<file path="config.mk">
export PLATFORM = sky130hd
export DESIGN_NAME = truth_table_scanner
export DESIGN_NICKNAME = d
export VERILOG_FILES = /design/src/rtl/truth_table_scanner_pkg.sv /design/src/rtl/truth_table_emitter.sv /design/src/rtl/truth_table_scanner.sv
export SDC_FILE = /design/constraint.sdc
export NUM_CORES = 1
export LEC_CHECK = 0
export BUFFER_PORTS_ARGS = -buffer_cell sky130_fd_sc_hd__buf_2
export CAP_MARGIN = 15
export CORE_MARGIN = 1.5
export CORE_UTILIZATION = 30
export CTS_CLUSTER_SIZE = 20
export DETAILED_ROUTE_END_ITERATION = 10
export RECOVER_POWER = 100
export SLEW_MARGIN = 15
export SYNTH_ARGS = -nofsm -noshare
export SYNTH_HDL_FRONTEND = slang
export SYNTH_HIERARCHICAL = 1
export SYNTH_SLANG_ARGS = --single-unit
</file>
<file path="constraint.sdc">
create_clock -name clk -period 4.45 [get_ports clk]
set_clock_uncertainty 0.15 [all_clocks]
set_input_delay 0.6675 -clock clk [delete_from_list [all_inputs] [get_ports clk]]
set_output_delay 0.6675 -clock clk [all_outputs]
set_load 0.02 [all_outputs]
</file>
<file path="src/rtl/truth_table_scanner_pkg.sv">
// Shared types and constants for the truth-table scanner.
// Covers a 4-input function: 16 vectors, 5-bit match count.
package truth_table_scanner_pkg;

  typedef enum logic [1:0] {
    S_IDLE,
    S_SWEEP,
    S_EMIT,
    S_FINISH
  } state_e;

  localparam int NUM_VECTORS = 16;
  localparam int VEC_W       = 4;
  localparam int CNT_W       = 5;

endpackage

</file>
<file path="src/rtl/truth_table_emitter.sv">
// Walks the captured table and emits the indices whose bit matches
// MATCH_VAL, one per accepted valid/ready handshake, in ascending order.
module truth_table_emitter
  import truth_table_scanner_pkg::*;
#(
  parameter bit MATCH_VAL = 1'b1
) (
  input  logic                   clk,
  input  logic                   rst_n,
  input  logic                   en_i,
  input  logic [NUM_VECTORS-1:0] table_i,
  input  logic                   ready_i,
  output logic                   valid_o,
  output logic [VEC_W-1:0]       data_o,
  output logic                   last_o
);

  logic [VEC_W-1:0] ptr_q, ptr_d;
  logic             hit;
  logic             adv;

  assign hit     = (table_i[ptr_q] == MATCH_VAL);
  assign valid_o = en_i && hit;
  // Non-matching bits are skipped in one cycle; matches wait for ready.
  assign adv     = en_i && (!hit || ready_i);
  assign last_o  = adv && (ptr_q == VEC_W'(NUM_VECTORS - 1));
  assign data_o  = ptr_q;

  always_comb begin
    ptr_d = ptr_q;
    if (!en_i) begin
      ptr_d = '0;
    end else if (adv) begin
      ptr_d = ptr_q + VEC_W'(1);
    end
  end

  always_ff @(posedge clk or negedge rst_n) begin
    if (!rst_n) begin
      ptr_q <= '0;
    end else begin
      ptr_q <= ptr_d;
    end
  end

endmodule

</file>
<file path="src/rtl/truth_table_scanner.sv">
// Sweeps 16 vectors into a 4-input function block, captures F into a
// truth table and streams out the matching minterm/maxterm indices.
module truth_table_scanner
  import truth_table_scanner_pkg::*;
#(
  parameter int unsigned SETTLE_CYCLES = 1,
  parameter bit          MATCH_VAL     = 1'b1
) (
  input  logic        clk,
  input  logic        rst_n,
  input  logic        start,
  output logic        a_out,
  output logic        b_out,
  output logic        c_out,
  output logic        d_out,
  input  logic        f_in,
  output logic        busy,
  output logic [15:0] table_out,
  output logic [4:0]  match_cnt,
  output logic        idx_valid,
  input  logic        idx_ready,
  output logic [3:0]  idx_data,
  output logic        done
);

  localparam int SW = (SETTLE_CYCLES > 1) ? $clog2(SETTLE_CYCLES) : 1;
  localparam logic [SW-1:0] SLAST = SW'(SETTLE_CYCLES - 1);
  localparam logic [VEC_W-1:0] VLAST = VEC_W'(NUM_VECTORS - 1);

  state_e                 state_q, state_d;
  logic [VEC_W-1:0]       vec_q, vec_d;
  logic [SW-1:0]          set_q, set_d;
  logic [NUM_VECTORS-1:0] tab_q, tab_d;
  logic [CNT_W-1:0]       cnt_q, cnt_d;
  logic                   emit_last;

  always_comb begin
    state_d = state_q;
    vec_d   = vec_q;
    set_d   = set_q;
    tab_d   = tab_q;
    cnt_d   = cnt_q;
    unique case (state_q)
      S_IDLE: begin
        if (start) begin
          state_d = S_SWEEP;
          vec_d   = '0;
          set_d   = '0;
          tab_d   = '0;
          cnt_d   = '0;
        end
      end
      S_SWEEP: begin
        if (set_q == SLAST) begin
          set_d        = '0;
          tab_d[vec_q] = f_in;
          if (f_in == MATCH_VAL) begin
            cnt_d = cnt_q + CNT_W'(1);
          end
          // Vector stays at 15 once the sweep is over.
          if (vec_q == VLAST) begin
            state_d = S_EMIT;
          end else begin
            vec_d = vec_q + VEC_W'(1);
          end
        end else begin
          set_d = set_q + SW'(1);
        end
      end
      S_EMIT: begin
        if (emit_last) begin
          state_d = S_FINISH;
        end
      end
      S_FINISH: begin
        state_d = S_IDLE;
      end
      default: begin
        state_d = S_IDLE;
      end
    endcase
  end

  always_ff @(posedge clk or negedge rst_n) begin
    if (!rst_n) begin
      state_q <= S_IDLE;
      vec_q   <= '0;
      set_q   <= '0;
      tab_q   <= '0;
      cnt_q   <= '0;
    end else begin
      state_q <= state_d;
      vec_q   <= vec_d;
      set_q   <= set_d;
      tab_q   <= tab_d;
      cnt_q   <= cnt_d;
    end
  end

  truth_table_emitter #(
    .MATCH_VAL (MATCH_VAL)
  ) u_emit (
    .clk     (clk),
    .rst_n   (rst_n),
    .en_i    (state_q == S_EMIT),
    .table_i (tab_q),
    .ready_i (idx_ready),
    .valid_o (idx_valid),
    .data_o  (idx_data),
    .last_o  (emit_last)
  );

  assign {a_out, b_out, c_out, d_out} = vec_q;
  assign busy      = (state_q != S_IDLE);
  assign done      = (state_q == S_FINISH);
  assign table_out = tab_q;
  assign match_cnt = cnt_q;

endmodule

</file>
==> impl_metrics.json <==
{
  "drtIter0Drc": 109,
  "worstSetupEndpointType": "flop",
  "path_clk_slew_ns": 0.06,
  "crit_arrival_ns": 3.18,
  "cts.sinks": 31,
  "crit_buf_inv": 1,
  "crit_chain": "inv_1, ha_1, mux2i_1, or4_1, a21oi_1",
  "gr-total-overflow": 0,
  "pre_cts_ws_ns": 1.70,
  "synth_top_cells_by_area": "dfrtp_1, ha_1, mux2i_1, a21oi_1, inv_1",
  "clockRootBuffer": "clkbuf_8",
  "grt_pass1_vias": 1635,
  "final_area_um2": 2240,
  "hp-class": "reg -> reg",
  "cts_hold_buf": 0,
  "grt_util_all_layers_pct": 14.8,
  "postSynthAreaPerCell_um2": 9.20,
  "synth-seq-area-share_pct": 39.4,
  "port-buffer-count": 36,
  "gp_congestion": 0.797,
  "dieWidth_um": 84.0,
  "io_pins": 37,
  "max_freq_mhz": 320,
  "stdcell_count": 324,
  "async_flop_share_pct": 100,
  "whs_ns": 0.404,
  "powerDensity_nw_per_um2": 625,
  "finalSetupTns_ns": 0,
  "wire_per_inst_um": 15.5,
  "core-area_um2": 6350,
  "ctsResizeCount": 0,
  "clock_latency_ns": 0.29,
  "period_needed_ns": 3.12,
  "synth_edf_count": 0,
  "cts_setup_buffers": 0,
  "dieArea_um2": 7060,
  "h-tree-depth": 2,
  "synth-seq-cells": 31,
  "yosysWarnings": 6,
  "ys.flop_type": "dfrtp_1",
  "rows": 29,
  "synth.distinct_cells": 38,
  "max_cap_violations": 2,
  "via_per_inst": 5.34,
  "slew_violations": 59,
  "dp_hpwl_um": 3590,
  "drive_gt1_share_pct": 8.10,
  "crit_path_start_kind": "flop",
  "synth.top_cell.area_share_pct": 39.4,
  "path_max_fanout": 29,
  "synthesis.nets": 230,
  "outcome": "finished with violations",
  "peakVddDrop_v": 0.000401,
  "p_leak_nw": 0.911,
  "cts_inserted_buffers": 5,
  "cpMaxStageDelayCell": "mux2i_1",
  "violations": "capacitance limit, slew limit",
  "postPlaceCellArea_um2": 2190,
  "syn-instance-count": 214,
  "synth_area_leader_cell": "dfrtp_1",
  "num_antenna_cells": 0,
  "min_period_over_period_pct": 70.2,
  "required_ns": 4.51,
  "antenna_left": 0,
  "die_y_um": 84.0,
  "grt_start_max_net_pins": 32,
  "layout_setup_ws_ns": 1.33,
  "grt_pass1_wl_um": 8350,
  "slew_headroom_pct": -27.4,
  "synth_area_um2": 1970,
  "cts_buffer_depth": 2,
  "critPathKind": "reg -> reg",
  "worst_pin_slew_ns": 1.86,
  "finalHoldViolCount": 0,
  "max_stage_delay_ns": 0.80,
  "area_growth_pct": 13.8,
  "rsz0062_at_grt": "false",
  "cts_tree": "built",
  "route.detailed.drc": 0,
  "cp_top_family": "multiplexers",
  "nNetsFinal": 262,
  "grt_antenna_before_repair": 0,
  "dp_cells": 316,
  "start_util_pct": 31.0,
  "vias": 1730,
  "wirelength_um": 5030,
  "finalSetupViolCount": 0,
  "drtPass1Iterations": 4
}
[power by group]
group / total, mW / internal [mW] / switching, mW / leakage (nW)
Combinational: 0.692 / 0.252 / 0.440 / 0.440
Sequential: 0.462 / 0.349 / 0.113 / 0.419
Clock: 0.246 / 0.141 / 0.105 / 0.0515
[logic make-up (layout without fill, tap and decap cells)]
| logic type | Yosys count | in the layout | share of synthesized area [%] |
|---|---|---|---|
| AO/OA/AOI/OAI | 61 | 61 | 20.3 |
| XOR/XNOR | 1 | 1 | 0.445 |
| adder cells (fa/ha/maj) | 11 | 11 | 6.99 |
| buffers and inverters | 38 | 71 | 7.88 |
| flip-flops | 31 | 31 | 39.4 |
| multiplexers | 13 | 13 | 6.68 |
| AND/OR/NAND/NOR | 59 | 59 | 18.2 |
[metal layers]
layer / up-vias / track usage, % / part of all wire (%)
li1: 837 / - / -
met1: 839 / 21.2 / 48
met2: 47 / 21.8 / 45
met3: 7 / 3.86 / 5.4
met4: 0 / 4.32 / 1.2
met5: - / 0 / 0
[sequential cells by signal, summed over array words and instances (netlist names)]
register,cells
match_cnt,5
state_q,2
table_out,16
u_emit/data_o,4
vec_q,4
[final timing paths]
| kind | start | to | slack [ns] | depth (start not counted) |
|---|---|---|---|---|
| worst max-delay path | state_q[1] | match_cnt[4] | 1.33 | 5 |
| worst min-delay path | table_out[10] | table_out[10] | 0.40 | 2 |
| worst max register to register | state_q[1] | match_cnt[4] | 1.33 | 5 |
| worst min register to register | table_out[10] | table_out[10] | 0.40 | 2 |
| max in group asynchronous | rst_n | table_out[0] | 2.50 | 1 |
| min in group asynchronous | rst_n | vec_q[0] | 0.66 | 1 |
[cell usage after synthesis, drive strengths merged (5+ instances only)]
library cell  count
buf               5
o22ai            16
nand3b            9
mux2i            12
o21ai             6
dfrtp            31
nor2b             6
inv              27
nand3             7
clkbuf            6
a21oi            21
ha               11
nand2             8
[cells in the final DEF, fill, tap and decap left out, types with 8 or more instances in the layout]
cell type,n
clkbuf_1,33
dfrtp_1,31
inv_1,27
a21oi_1,21
o22ai_1,16
mux2i_1,12
ha_1,11
nand3b_1,9
nand2_1,8
[final cells by class]
class	instances	area, um^2
inverters	27	101
flip-flops and latches	31	776
repair buffers	36	140
well taps	77	96.3
clock buffers	8	100
fillers	666	4110
multi-input cells	145	1030
[worst register-to-register path: stages, from the launching register on]
cell and delay, ns:
dfrtp_1 0.40, inv_1 0.11, ha_1 0.73, mux2i_1 0.80, or4_1 0.71, a21oi_1 0.15
[stage by stage]
stage	power [mW]	util [%]
CTS	1.43	36.1
floorplan	0.981	-
detailed placement	1.17	34.6
finish	1.40	35.3
global route	1.52	35.3
global placement	1.16	34.6
No activity file was read; power rests on OpenSTA's default activity.
